--- src/rtl/fetch_stage_if_if.sv ---
`default_nettype none
// ============================================================================
// Module   : fetch_stage_if_if
// Purpose  : Instruction-memory req/ack bus between the IF stage and imem.
// Revision : 1.0
// ============================================================================
interface fetch_stage_if_if;
    logic        imem_req;
    logic [31:0] imem_addr;
    logic        imem_ack;
    logic [31:0] imem_rdata;

    modport master (
        output imem_req,
        output imem_addr,
        input  imem_ack,
        input  imem_rdata
    );

    modport slave (
        input  imem_req,
        input  imem_addr,
        output imem_ack,
        output imem_rdata
    );
endinterface
`default_nettype wire

--- src/rtl/fetch_stage_if.sv ---
`default_nettype none
// ============================================================================
// Module   : fetch_stage_if
// Purpose  : IF pipe stage - PC, imem fetch handshake and IF/ID register.
// Revision : 1.0
// ============================================================================
module fetch_stage_if #(
    parameter logic [31:0] PC_RESET = 32'h0000_0000
) (
    input  wire                     clock,
    input  wire                     reset,
    input  wire                     stall,
    input  wire                     redirect,
    input  wire [31:0]              redirect_pc,
    fetch_stage_if_if.master        imem,
    output logic [31:0]             ifid_instr,
    output logic [31:0]             ifid_pc_plus4,
    output logic                    ifid_valid
);

    typedef enum logic [1:0] {
        S_FETCH = 2'd0,
        S_HOLD  = 2'd1,
        S_DROP  = 2'd2
    } state_t;

    localparam logic [31:0] c_nop        = 32'h0000_0000;
    localparam logic [31:0] c_align_mask = 32'hFFFF_FFFC;

    state_t      r_state;
    logic [31:0] r_pc;
    logic [31:0] r_drop_addr;
    logic [31:0] r_hold_buf;

    logic [31:0] w_pc_plus4;
    logic [31:0] w_target;

    assign w_pc_plus4 = r_pc + 32'd4;
    assign w_target   = redirect_pc & c_align_mask;

    // Request is gated by reset so it drops the instant reset is asserted.
    assign imem.imem_req  = reset && (r_state != S_HOLD);
    assign imem.imem_addr = (r_state == S_DROP) ? r_drop_addr : r_pc;

    always_ff @(posedge clock or negedge reset) begin
        if (!reset) begin
            r_state       <= S_FETCH;
            r_pc          <= PC_RESET;
            r_drop_addr   <= 32'h0;
            r_hold_buf    <= 32'h0;
            ifid_instr    <= c_nop;
            ifid_pc_plus4 <= 32'h0;
            ifid_valid    <= 1'b0;
        end else if (redirect) begin
            ifid_instr    <= c_nop;
            ifid_pc_plus4 <= 32'h0;
            ifid_valid    <= 1'b0;
            r_pc          <= w_target;
            case (r_state)
                S_FETCH: begin
                    // An unanswered request must still complete; remember its address.
                    if (!imem.imem_ack) begin
                        r_state     <= S_DROP;
                        r_drop_addr <= r_pc;
                    end
                end
                S_HOLD:  r_state <= S_FETCH;
                S_DROP:  r_state <= S_DROP;
                default: r_state <= S_FETCH;
            endcase
        end else begin
            case (r_state)
                S_FETCH: begin
                    if (imem.imem_ack) begin
                        if (stall) begin
                            r_hold_buf <= imem.imem_rdata;
                            r_state    <= S_HOLD;
                        end else begin
                            ifid_instr    <= imem.imem_rdata;
                            ifid_pc_plus4 <= w_pc_plus4;
                            ifid_valid    <= 1'b1;
                            r_pc          <= w_pc_plus4;
                        end
                    end else if (!stall) begin
                        ifid_instr    <= c_nop;
                        ifid_pc_plus4 <= 32'h0;
                        ifid_valid    <= 1'b0;
                    end
                end
                S_HOLD: begin
                    if (!stall) begin
                        ifid_instr    <= r_hold_buf;
                        ifid_pc_plus4 <= w_pc_plus4;
                        ifid_valid    <= 1'b1;
                        r_pc          <= w_pc_plus4;
                        r_state       <= S_FETCH;
                    end
                end
                S_DROP: begin
                    if (imem.imem_ack) begin
                        r_state <= S_FETCH;
                    end
                end
                default: r_state <= S_FETCH;
            endcase
        end
    end

endmodule
`default_nettype wire

--- src/flat_wrapper.sv ---
// flat-port wrapper written by rule: the top's interface ports become plain ports
module fetch_stage_if_flat 
#(
    parameter logic [31:0] PC_RESET = 32'h0000_0000
)
  (clock, reset, stall, redirect, redirect_pc, ifid_instr, ifid_pc_plus4, ifid_valid, imem_imem_req, imem_imem_addr, imem_imem_ack, imem_imem_rdata);
  fetch_stage_if_if imem_i ();
  input  wire clock;
  input  wire reset;
  input  wire stall;
  input  wire redirect;
  input  wire [31:0] redirect_pc;
  output logic [31:0] ifid_instr;
  output logic [31:0] ifid_pc_plus4;
  output logic ifid_valid;
  output wire logic [$bits(imem_i.imem_req)-1:0] imem_imem_req;
  output wire logic [$bits(imem_i.imem_addr)-1:0] imem_imem_addr;
  input wire logic [$bits(imem_i.imem_ack)-1:0] imem_imem_ack;
  input wire logic [$bits(imem_i.imem_rdata)-1:0] imem_imem_rdata;
  assign imem_imem_req = imem_i.imem_req;
  assign imem_imem_addr = imem_i.imem_addr;
  assign imem_i.imem_ack = imem_imem_ack;
  assign imem_i.imem_rdata = imem_imem_rdata;
  fetch_stage_if #(.PC_RESET(PC_RESET)) u_core (.clock(clock), .reset(reset), .stall(stall), .redirect(redirect), .redirect_pc(redirect_pc), .imem(imem_i), .ifid_instr(ifid_instr), .ifid_pc_plus4(ifid_pc_plus4), .ifid_valid(ifid_valid));
endmodule
--- config.mk ---
export PLATFORM = sky130hd
export DESIGN_NAME = fetch_stage_if_flat
export DESIGN_NICKNAME = d
export VERILOG_FILES = /design/src/rtl/fetch_stage_if_if.sv /design/src/rtl/fetch_stage_if.sv /design/src/flat_wrapper.sv
export SDC_FILE = /design/constraint.sdc
export NUM_CORES = 1
export LEC_CHECK = 0
export CAP_MARGIN = 15
export CORE_ASPECT_RATIO = 0.8
export CORE_MARGIN = 3
export CORE_UTILIZATION = 55
export CTS_CLUSTER_SIZE = 12
export DETAILED_ROUTE_END_ITERATION = 10
export HOLD_SLACK_MARGIN = 0.15
export PLACE_DENSITY = 0.85
export SYNTH_ARGS = -nofsm -noshare
export SYNTH_HDL_FRONTEND = slang
export SYNTH_SLANG_ARGS = --single-unit
--- constraint.sdc ---
create_clock -name clock -period 3.7 [get_ports clock]
set_clock_uncertainty 0.05 [all_clocks]
set_input_delay 0.74 -clock clock [delete_from_list [all_inputs] [get_ports clock]]
set_output_delay 0.74 -clock clock [all_outputs]
set_load 0.01 [all_outputs]
==> tab_implementation.tex, run 1 <==
\begin{tabular}{lr}
\hline
Metric & Value \\
\hline
\multicolumn{2}{l}{\textbf{Timing}} \\
\quad Setup repair after global routing missed its margin & no \\
\quad Final Hold Fails & 0 \\
\quad Final critical delay including setup and external delays & 3.37 ns \\
\quad Fin worst setup slack & 0.335 ns \\
\quad Maximum frequency from static timing analysis & $\sim$300 MHz \\
\quad Final number of setup-violating endpoints & 0 \\
\quad Slew @ Worst Pin & $\sim$0.94 ns \\
\quad Total Negative Setup Slacks & 0 ns \\
\quad Tcrit/Tclk final & about nine tenths \\
\quad Worst slew slack as a fraction of its limit & 37.3\% \\
\quad Pins over their slew limit & 0 \\
\multicolumn{2}{l}{\textbf{Setup path}} \\
\quad WS Path Type & reg2out \\
\quad Critical Path AT & 2.58 ns \\
\quad Crit end category & primary output \\
\quad Critical path cell sequence & inv\_1 > nor2\_2 > buf\_4 > nand2\_1 > o21ai\_0 > clkdlybuf4s50\_1 \\
\quad Family with the most delay on the worst path & buffers and inverters \\
\quad Count of buffer and inverter cells on the critical path & 3 \\
\quad Maximum cell stage delay along the critical path & 0.61 ns \\
\quad Maximum fanout along the worst path & 31 \\
\quad Crit start category & flip-flop \\
\quad Highest-delay cell along the critical path & clkdlybuf4s50\_1 \\
\quad Required time of the critical path & between 2 and 3 ns \\
\multicolumn{2}{l}{\textbf{Route}} \\
\quad Detailed-router iteration count before antenna repair & 5 \\
\quad Vias per inst & 6.08 \\
\quad Final antenna-violating net count & 0 \\
\quad Overall routed net length & 20.9 mm \\
\quad Routed via count & 6418 \\
\quad Number of DRC violations after detailed-routing iteration 0 & 679 \\
\quad Wirelength per Cell & 19.8 um \\
\quad Number of remaining DRC errors & 0 \\
\multicolumn{2}{l}{\textbf{Floorplanning}} \\
\quad Horizontal extent of the die & about 140 um \\
\quad Die Y-Extent & 113 um \\
\quad Core area & 0.0138 sq mm \\
\quad Die area & 0.0158 sq mm \\
\quad Number of placement rows & 38 \\
\quad Io pins & 167 \\
\quad Effective utilization at floorplan & 57.0\% \\
\multicolumn{2}{l}{\textbf{Placed design}} \\
\quad Number of input and output port buffers inserted & approximately 160 \\
\quad HPWL reported at the end of detailed placement & roughly 14 mm \\
\quad Dpl cells & approximately 1000 \\
\quad Final weighted congestion in routability-driven placement & around 0.85 \\
\quad Worst-case setup slack after placement & 0.525 ns \\
\multicolumn{2}{l}{\textbf{GRT}} \\
\quad Vias in the first global route & roughly 6600 \\
\quad Pin count of the biggest net entering global routing & 75 \\
\quad Remaining Overflow, GRT & 0 \\
\quad Number of antenna violations at the first check in global routing & 0 \\
\quad Wire length of the first global-routing pass & 34.1 mm \\
\quad Global Route Usage Sum & 27.0\% \\
\multicolumn{2}{l}{\textbf{Logic synthesis}} \\
\quad Distinct cells, synth & 50 \\
\quad Commonest register cell after synthesis & dfrtp\_1 \\
\quad Number of standard cells after synthesis & roughly 730 \\
\quad Sequential-to-total area share from yosys stat & 50.6\% \\
\quad Synth async-reset ratio & 100\% \\
\quad Post-synth EDFFs & 0 \\
\quad \#FFs+latches synth & about 160 \\
\quad Post-synthesis instance area & 0.00786 sq mm \\
\quad Count of warnings emitted by yosys & 0 \\
\quad Synthesized area per cell & 10.7 sq um \\
\multicolumn{2}{l}{\textbf{Final layout}} \\
\quad Count of filler cells inserted in the layout & 933 \\
\quad Area overhead of the layout relative to synthesis & 29.2\% \\
\quad ANT cells & 0 \\
\quad Final non-filler cell total & $\sim$1100 \\
\quad Fraction of layout cells with a size suffix above 1 & 17.5\% \\
\quad Area of the multi-input gates & 0.00358 sq mm \\
\quad Sequential cell area & 0.00398 sq mm \\
\quad Post-layout net count & 934 \\
\multicolumn{2}{l}{\textbf{CTS}} \\
\quad CTS HTree Levels & 4 \\
\quad Setup fix buffers added after clock tree synthesis & 0 \\
\quad Worst skew pair latency & 0.42 ns \\
\quad Clock buffer count from CTS & 17 \\
\quad Clock sink count & 159 \\
\quad Maximum buffer depth of the clock tree & 2 \\
\quad CTS root buf & clkbuf\_16 \\
\quad Clock tree from TritonCTS & built \\
\quad Clock transition at path regs & around 0.060 ns \\
\multicolumn{2}{l}{\textbf{Pwr}} \\
\quad Max IR drop VDD & 0.348 mV \\
\quad Cell area power density & 492 mW/mm\^{}2 \\
\quad Lkg Pwr & $\sim$4.0 nW \\
\multicolumn{2}{l}{\textbf{Hold path}} \\
\quad Hold WC Path Type & reg2reg \\
\multicolumn{2}{l}{\textbf{Flow run}} \\
\quad Count of max-cap constraint violations & 0 \\
\multicolumn{2}{l}{\textbf{Status}} \\
\quad Outcome & complete, no violations \\
\hline
\end{tabular}
[cell families (layout without fill, tap and decap cells)]
family / after synthesis / in the layout / share of synthesized area (%)
buffers and inverters: 77 / 218 / 4.16
AND/OR/NAND/NOR: 228 / 228 / 14.9
XOR/XNOR: 21 / 21 / 2.34
multiplexers: 119 / 119 / 16.6
adder cells (fa/ha/maj): 2 / 2 / 0.287
other: 1 / 2 / 0.0477
flip-flops: 159 / 159 / 50.6
AO/OA/AOI/OAI: 127 / 127 / 11.0
[cells in the final DEF, fill, tap and decap left out, drive strengths merged, types with 4 or more instances in the layout]
| master | netlist | routed |
|---|---|---|
| a22oi | 4 | 4 |
| nand4 | 14 | 14 |
| o21ai | 31 | 31 |
| mux2 | 91 | 91 |
| a31oi | 15 | 15 |
| a21oi | 8 | 8 |
| nand3 | 27 | 27 |
| clkdlybuf4s50 | 0 | 161 |
| or4 | 29 | 29 |
| xnor2 | 11 | 11 |
| mux2i | 28 | 28 |
| inv | 4 | 4 |
| o31ai | 39 | 39 |
| clkinv | 1 | 7 |
| nor3 | 10 | 10 |
| clkbuf | 49 | 20 |
| xor2 | 10 | 10 |
| nor2b | 4 | 4 |
| a211oi | 4 | 4 |
| dfrtp | 159 | 159 |
| or3 | 7 | 7 |
| o211ai | 13 | 13 |
| buf | 23 | 20 |
| nor2 | 35 | 35 |
| nand2 | 79 | 79 |
| and3 | 8 | 8 |
[sequential cells by signal (all words and copies together) (netlist names)]
signal,count
u_core.r_hold_buf,32
u_core.ifid_instr,32
u_core.r_drop_addr,30
u_core.ifid_pc_plus4,32
u_core.r_pc,30
u_core.ifid_valid,1
u_core.r_state,2
[layer usage]
| layer | GRT usage [%] | vias up | share of wire [%] |
|---|---|---|---|
| li1 | - | 2929 | - |
| met1 | 36.8 | 3146 | 42 |
| met2 | 43.4 | 323 | 48 |
| met3 | 7.44 | 20 | 9.0 |
| met4 | 6.97 | 0 | 1.2 |
| met5 | 0 | - | 0 |
[worst min-delay path, cell delays in order, from the launching register on]
cell	delay [ns]
dfrtp_1	0.34
nand2_1	0.05
o31ai_1	0.05
[power by group]
group / leakage [nW] / switching (W) / internal [W]
logic: 1.78 / 0.000448 / 0.000600
clock network: 0.277 / 0.000688 / 0.00102
registers: 1.99 / 0.000223 / 0.00202
[repair_timing]
item                                    in CTS  in global routing
hold buffers                                 1                  0
resized for setup                            0                  0
endpoints found under the setup margin       0                  0
endpoints found under the hold margin       25                  0
[layout make-up]
type	instances	area share, %
sequential	159	39.2
inverter	5	0.185
clock inverter	11	1.15
timing repair buffer	182	17.5
clock buffer	20	4.50
multi-input combinational	499	35.3
tap	180	2.22
[synth_stat cells, drive strengths merged, types with 3 or more instances]
master    n  area, sq um
a211oi    4         30.0
a21oi     8         40.0
a221o     3         30.0
a22oi     4         30.0
a31oi    15         93.8
and3      8         50.1
and4      3         26.3
buf      23          120
clkbuf   49          188
dfrtp   159         3980
inv       4         15.0
mux2     91         1020
mux2i    28          280
nand2    79          297
nand3    27          140
nand4    14          109
nor2     35          131
nor2b     4         25.0
nor3     10         50.1
nor4      3         18.8
o211ai   13         97.6
o21ai    31          155
o311a     3         30.0
o31ai    39          293
or2       3         18.8
or3       7         43.8
or4      29          218
xnor2    11         96.3
xor2     10         87.6
[per-stage QoR]
| step | area (sq um) | utilization, % | hold slack, ns | total power (W) |
|---|---|---|---|---|
| 2_1_floorplan | 7860 | - | 0.394 | 0.00278 |
| 3_3_place_gp | 9570 | 69.4 | 0.408 | 0.00324 |
| 3_5_place_dp | 9570 | 69.4 | 0.421 | 0.00330 |
| 4_1_cts | 10200 | 73.6 | 0.435 | 0.00502 |
| 5_1_grt | 10200 | 73.6 | 0.452 | 0.00523 |
| 6_report | 10200 | 73.6 | 0.427 | 0.00500 |
[worst paths after layout]
path,startpoint,end,slack (ns),cells past startpoint
hold / removal,u_core.ifid_instr[30],u_core.ifid_instr[30],0.43,2
setup reg to reg,u_core.r_pc[2],u_core.r_pc[30],0.94,5
hold reg to reg,u_core.ifid_instr[30],u_core.ifid_instr[30],0.43,2
max in group asynchronous,reset,u_core.r_drop_addr[5],1.68,3
setup / recovery,u_core.r_state[1],imem_imem_addr[10],0.33,6
min in group asynchronous,reset,u_core.r_drop_addr[14],0.69,2
Note: power is estimated with default switching activity, not from simulation.
==> run 2: changes to the inputs <==
Settings changed: CORE_UTILIZATION 55 to 46, PLACE_DENSITY 0.85 to 0.76.
Clock period 3.7 ns to 2.86 ns, I/O delays scaled along.
==> tab_implementation.tex, run 2 (synthesized netlist as in run 1, its figures left out) <==
\begin{tabular}{lr}
\hline
Metric & Value \\
\hline
\multicolumn{2}{l}{\textbf{Status}} \\
\quad Outcome & complete, no violations \\
\multicolumn{2}{l}{\textbf{Route}} \\
\quad Overall routed net length & 20.8 mm \\
\quad Number of DRC violations after detailed-routing iteration 0 & 503 \\
\quad Vias per inst & 5.76 \\
\quad Wirelength per Cell & 18.6 um \\
\quad Detailed-router iteration count before antenna repair & 5 \\
\quad Final antenna-violating net count & 0 \\
\quad Number of remaining DRC errors & 0 \\
\quad Routed via count & about 6400 \\
\multicolumn{2}{l}{\textbf{Placed design}} \\
\quad HPWL reported at the end of detailed placement & 14.4 mm \\
\quad Final weighted congestion in routability-driven placement & $\sim$0.84 \\
\quad Area of placed instances & 0.00982 sq mm \\
\quad Number of input and output port buffers inserted & approximately 160 \\
\quad Dpl cells & 1083 \\
\multicolumn{2}{l}{\textbf{CTS}} \\
\quad Worst skew pair latency & 0.42 ns \\
\quad Maximum buffer depth of the clock tree & 2 \\
\quad Clock tree from TritonCTS & built \\
\quad Clock sink count & between 150 and 200 \\
\quad CTS HTree Levels & 4 \\
\quad CTS root buf & clkbuf\_16 \\
\quad Setup fix buffers added after clock tree synthesis & 0 \\
\quad Clock transition at path regs & 0.06 ns \\
\quad Clock buffer count from CTS & 17 \\
\multicolumn{2}{l}{\textbf{Setup path}} \\
\quad WP depth & 4 \\
\quad CP Capture Point & imem\_imem\_addr[30] \\
\quad Depth of the most critical reg-to-reg path & 4 \\
\quad Count of buffer and inverter cells on the critical path & 2 \\
\quad Required time of the critical path & 2.24 ns \\
\quad Family with the most delay on the worst path & buffers and inverters \\
\quad Critical path cell sequence & nor2\_2 > buf\_4 > mux2\_2 > clkdlybuf4s50\_1 \\
\quad Crit end category & primary output \\
\quad Worst setup startpoint & u\_core.r\_state[0] \\
\quad Startpoint of the most critical register-to-register path & u\_core.r\_pc[11] \\
\quad Maximum cell stage delay along the critical path & 0.48 ns \\
\quad Critical Path AT & between 2 and 2.5 ns \\
\quad Maximum fanout along the worst path & 15 \\
\quad WS Path Type & reg2out \\
\quad Highest-delay cell along the critical path & clkdlybuf4s50\_1 \\
\quad Crit start category & flip-flop \\
\quad Capture instance of the worst register-to-register path & u\_core.ifid\_pc\_plus4[25] \\
\quad Register-to-register setup slack & 0.36 ns \\
\multicolumn{2}{l}{\textbf{Pwr}} \\
\quad Cell area power density & between 600 and 700 mW/mm\^{}2 \\
\quad Part of the power in the clock network & 34.2\% \\
\quad Max IR drop VDD & around 0.43 mV \\
\quad Power consumption & 0.00650 W \\
\quad Part of the total power dissipated in combinational logic & between 20 and 25\% \\
\quad Lkg Pwr & a little over 4 nW \\
\quad Fraction of power spent switching nets & 27.0\% \\
\quad Net switching component of the power & 0.00175 W \\
\quad Design internal power & $\sim$0.0047 W \\
\quad Sequential fraction of design power & 44.0\% \\
\multicolumn{2}{l}{\textbf{Final layout}} \\
\quad Final Core Density & 62.5\% \\
\quad Fraction of layout cells with a size suffix above 1 & 19.2\% \\
\quad Top library cells by usage in the layout, fill and taps aside & clkdlybuf4s50\_1 (161), dfrtp\_1 (159), mux2\_2 (91) \\
\quad ANT cells & 0 \\
\quad Most common cell after layout, fill and taps aside & clkdlybuf4s50\_1 \\
\quad Largest registers in the final layout & u\_core.ifid\_instr (32), u\_core.ifid\_pc\_plus4 (32), u\_core.r\_hold\_buf (32) \\
\quad Design area & 0.0104 sq mm \\
\quad Area overhead of the layout relative to synthesis & 32.4\% \\
\quad Final non-filler cell total & 1116 \\
\quad Post-layout net count & about 950 \\
\quad Count of filler cells inserted in the layout & around 1400 \\
\multicolumn{2}{l}{\textbf{GRT}} \\
\quad Pin count of the biggest net entering global routing & 77 \\
\quad Global Route Usage Sum & between 20 and 25\% \\
\quad Remaining Overflow, GRT & 0 \\
\quad Vias in the first global route & between 6000 and 7000 \\
\quad Number of antenna violations at the first check in global routing & 0 \\
\quad Wire length of the first global-routing pass & 33.5 mm \\
\multicolumn{2}{l}{\textbf{Timing}} \\
\quad Worst slew slack as a fraction of its limit & 33.9\% \\
\quad Pins over their slew limit & 0 \\
\quad Slew @ Worst Pin & 0.987 ns \\
\quad Setup repair after global routing missed its margin & yes \\
\quad Tcrit/Tclk final & $\sim$99\% \\
\quad Final number of setup-violating endpoints & 0 \\
\quad Final Hold Fails & 0 \\
\quad Maximum frequency from static timing analysis & $\sim$350 MHz \\
\quad Final critical delay including setup and external delays & 2.83 ns \\
\multicolumn{2}{l}{\textbf{Hold path}} \\
\quad WHS Path Cells & 2 \\
\quad Worst Hold Launch & u\_core.ifid\_instr[19] \\
\quad Hold WC Path Type & reg2reg \\
\multicolumn{2}{l}{\textbf{Floorplanning}} \\
\quad Die area & 0.0187 sq mm \\
\quad Effective utilization at floorplan & between 40\% and 50\% \\
\quad Number of placement rows & between 40 and 50 \\
\quad Core area & 0.0167 sq mm \\
\quad Horizontal extent of the die & approximately 150 um \\
\quad Io pins & 167 \\
\quad Die Y-Extent & 123 um \\
\multicolumn{2}{l}{\textbf{Flow run}} \\
\quad Count of max-cap constraint violations & 0 \\
\hline
\end{tabular}
-- run 2: changes by cell type in the layout (fill, tap and decap cells not counted), sizes merged --
cell / before / now
clkinvlp: 3 / 4
buf: 20 / 39
clkbuf: 20 / 21
clkinv: 7 / 6
-- run 2: power groups by stage --
stage | clock [W] | combinational (W) | sequential [W]
2_1_floorplan | 0 | 0.000781 | 0.00282
3_3_place_gp | 0 | 0.00139 | 0.00286
3_5_place_dp | 0 | 0.00142 | 0.00289
4_1_cts | 0.00227 | 0.00143 | 0.00285
5_1_grt | 0.00236 | 0.00154 | 0.00290
6_report | 0.00222 | 0.00142 | 0.00286
-- run 2: per-layer routing --
metal  routed length [um]  track usage, %  part of all wire [%]  vias up
li1                     -               -                     -     2983
met1                 9860            32.2                    47     3206
met2                 9370            34.9                    45      220
met3                 1190            4.06                   5.7       24
met4                  347            6.91                   1.7        0
met5                    0               0                     0        -
-- run 2: what timing repair did --
item                                    CTS  global route
gates resized for setup                   0             0
endpoints found under the hold margin     5             0
hold buffers                              1             0
endpoints found under the setup margin    0            29
-- run 2: layout make-up --
| cell class | instances | area (sq um) | share of cell area [%] |
|---|---|---|---|
| clock inverter | 11 | 115 | 1.11 |
| inverter | 5 | 18.8 | 0.180 |
| sequential | 159 | 3980 | 38.2 |
| multi-input combinational | 499 | 3590 | 34.5 |
| tap | 220 | 275 | 2.65 |
| clock buffer | 21 | 460 | 4.42 |
| timing repair buffer | 201 | 1970 | 18.9 |
-- run 2: how the worst min path moves through the flow --
stage	slack, ns	end
6_report	0.42	u_core.ifid_instr[19]
5_1_grt	0.45	u_core.ifid_instr[19]
4_1_cts	0.43	u_core.ifid_instr[19]
3_5_place_dp	0.33	u_core.r_drop_addr[13]
3_3_place_gp	0.33	u_core.r_drop_addr[13]
2_1_floorplan	0.23	u_core.ifid_instr[0]
-- run 2: tightest hold or removal path, stage by stage (launching register included) --
cell and delay [ns]:
dfrtp_1 0.34, nand2_1 0.05, o31ai_1 0.05
-- run 2: stage by stage --
step | worst slack (ns) | TNS [ns] | hold WS, ns
floorplan | 0.616 | 0 | 0.226
global placement | 0.263 | 0 | 0.325
detailed placement | 0.205 | 0 | 0.326
CTS | 0.00746 | 0 | 0.429
global route | -0.0462 | -0.639 | 0.453
finish | 0.0290 | 0 | 0.424
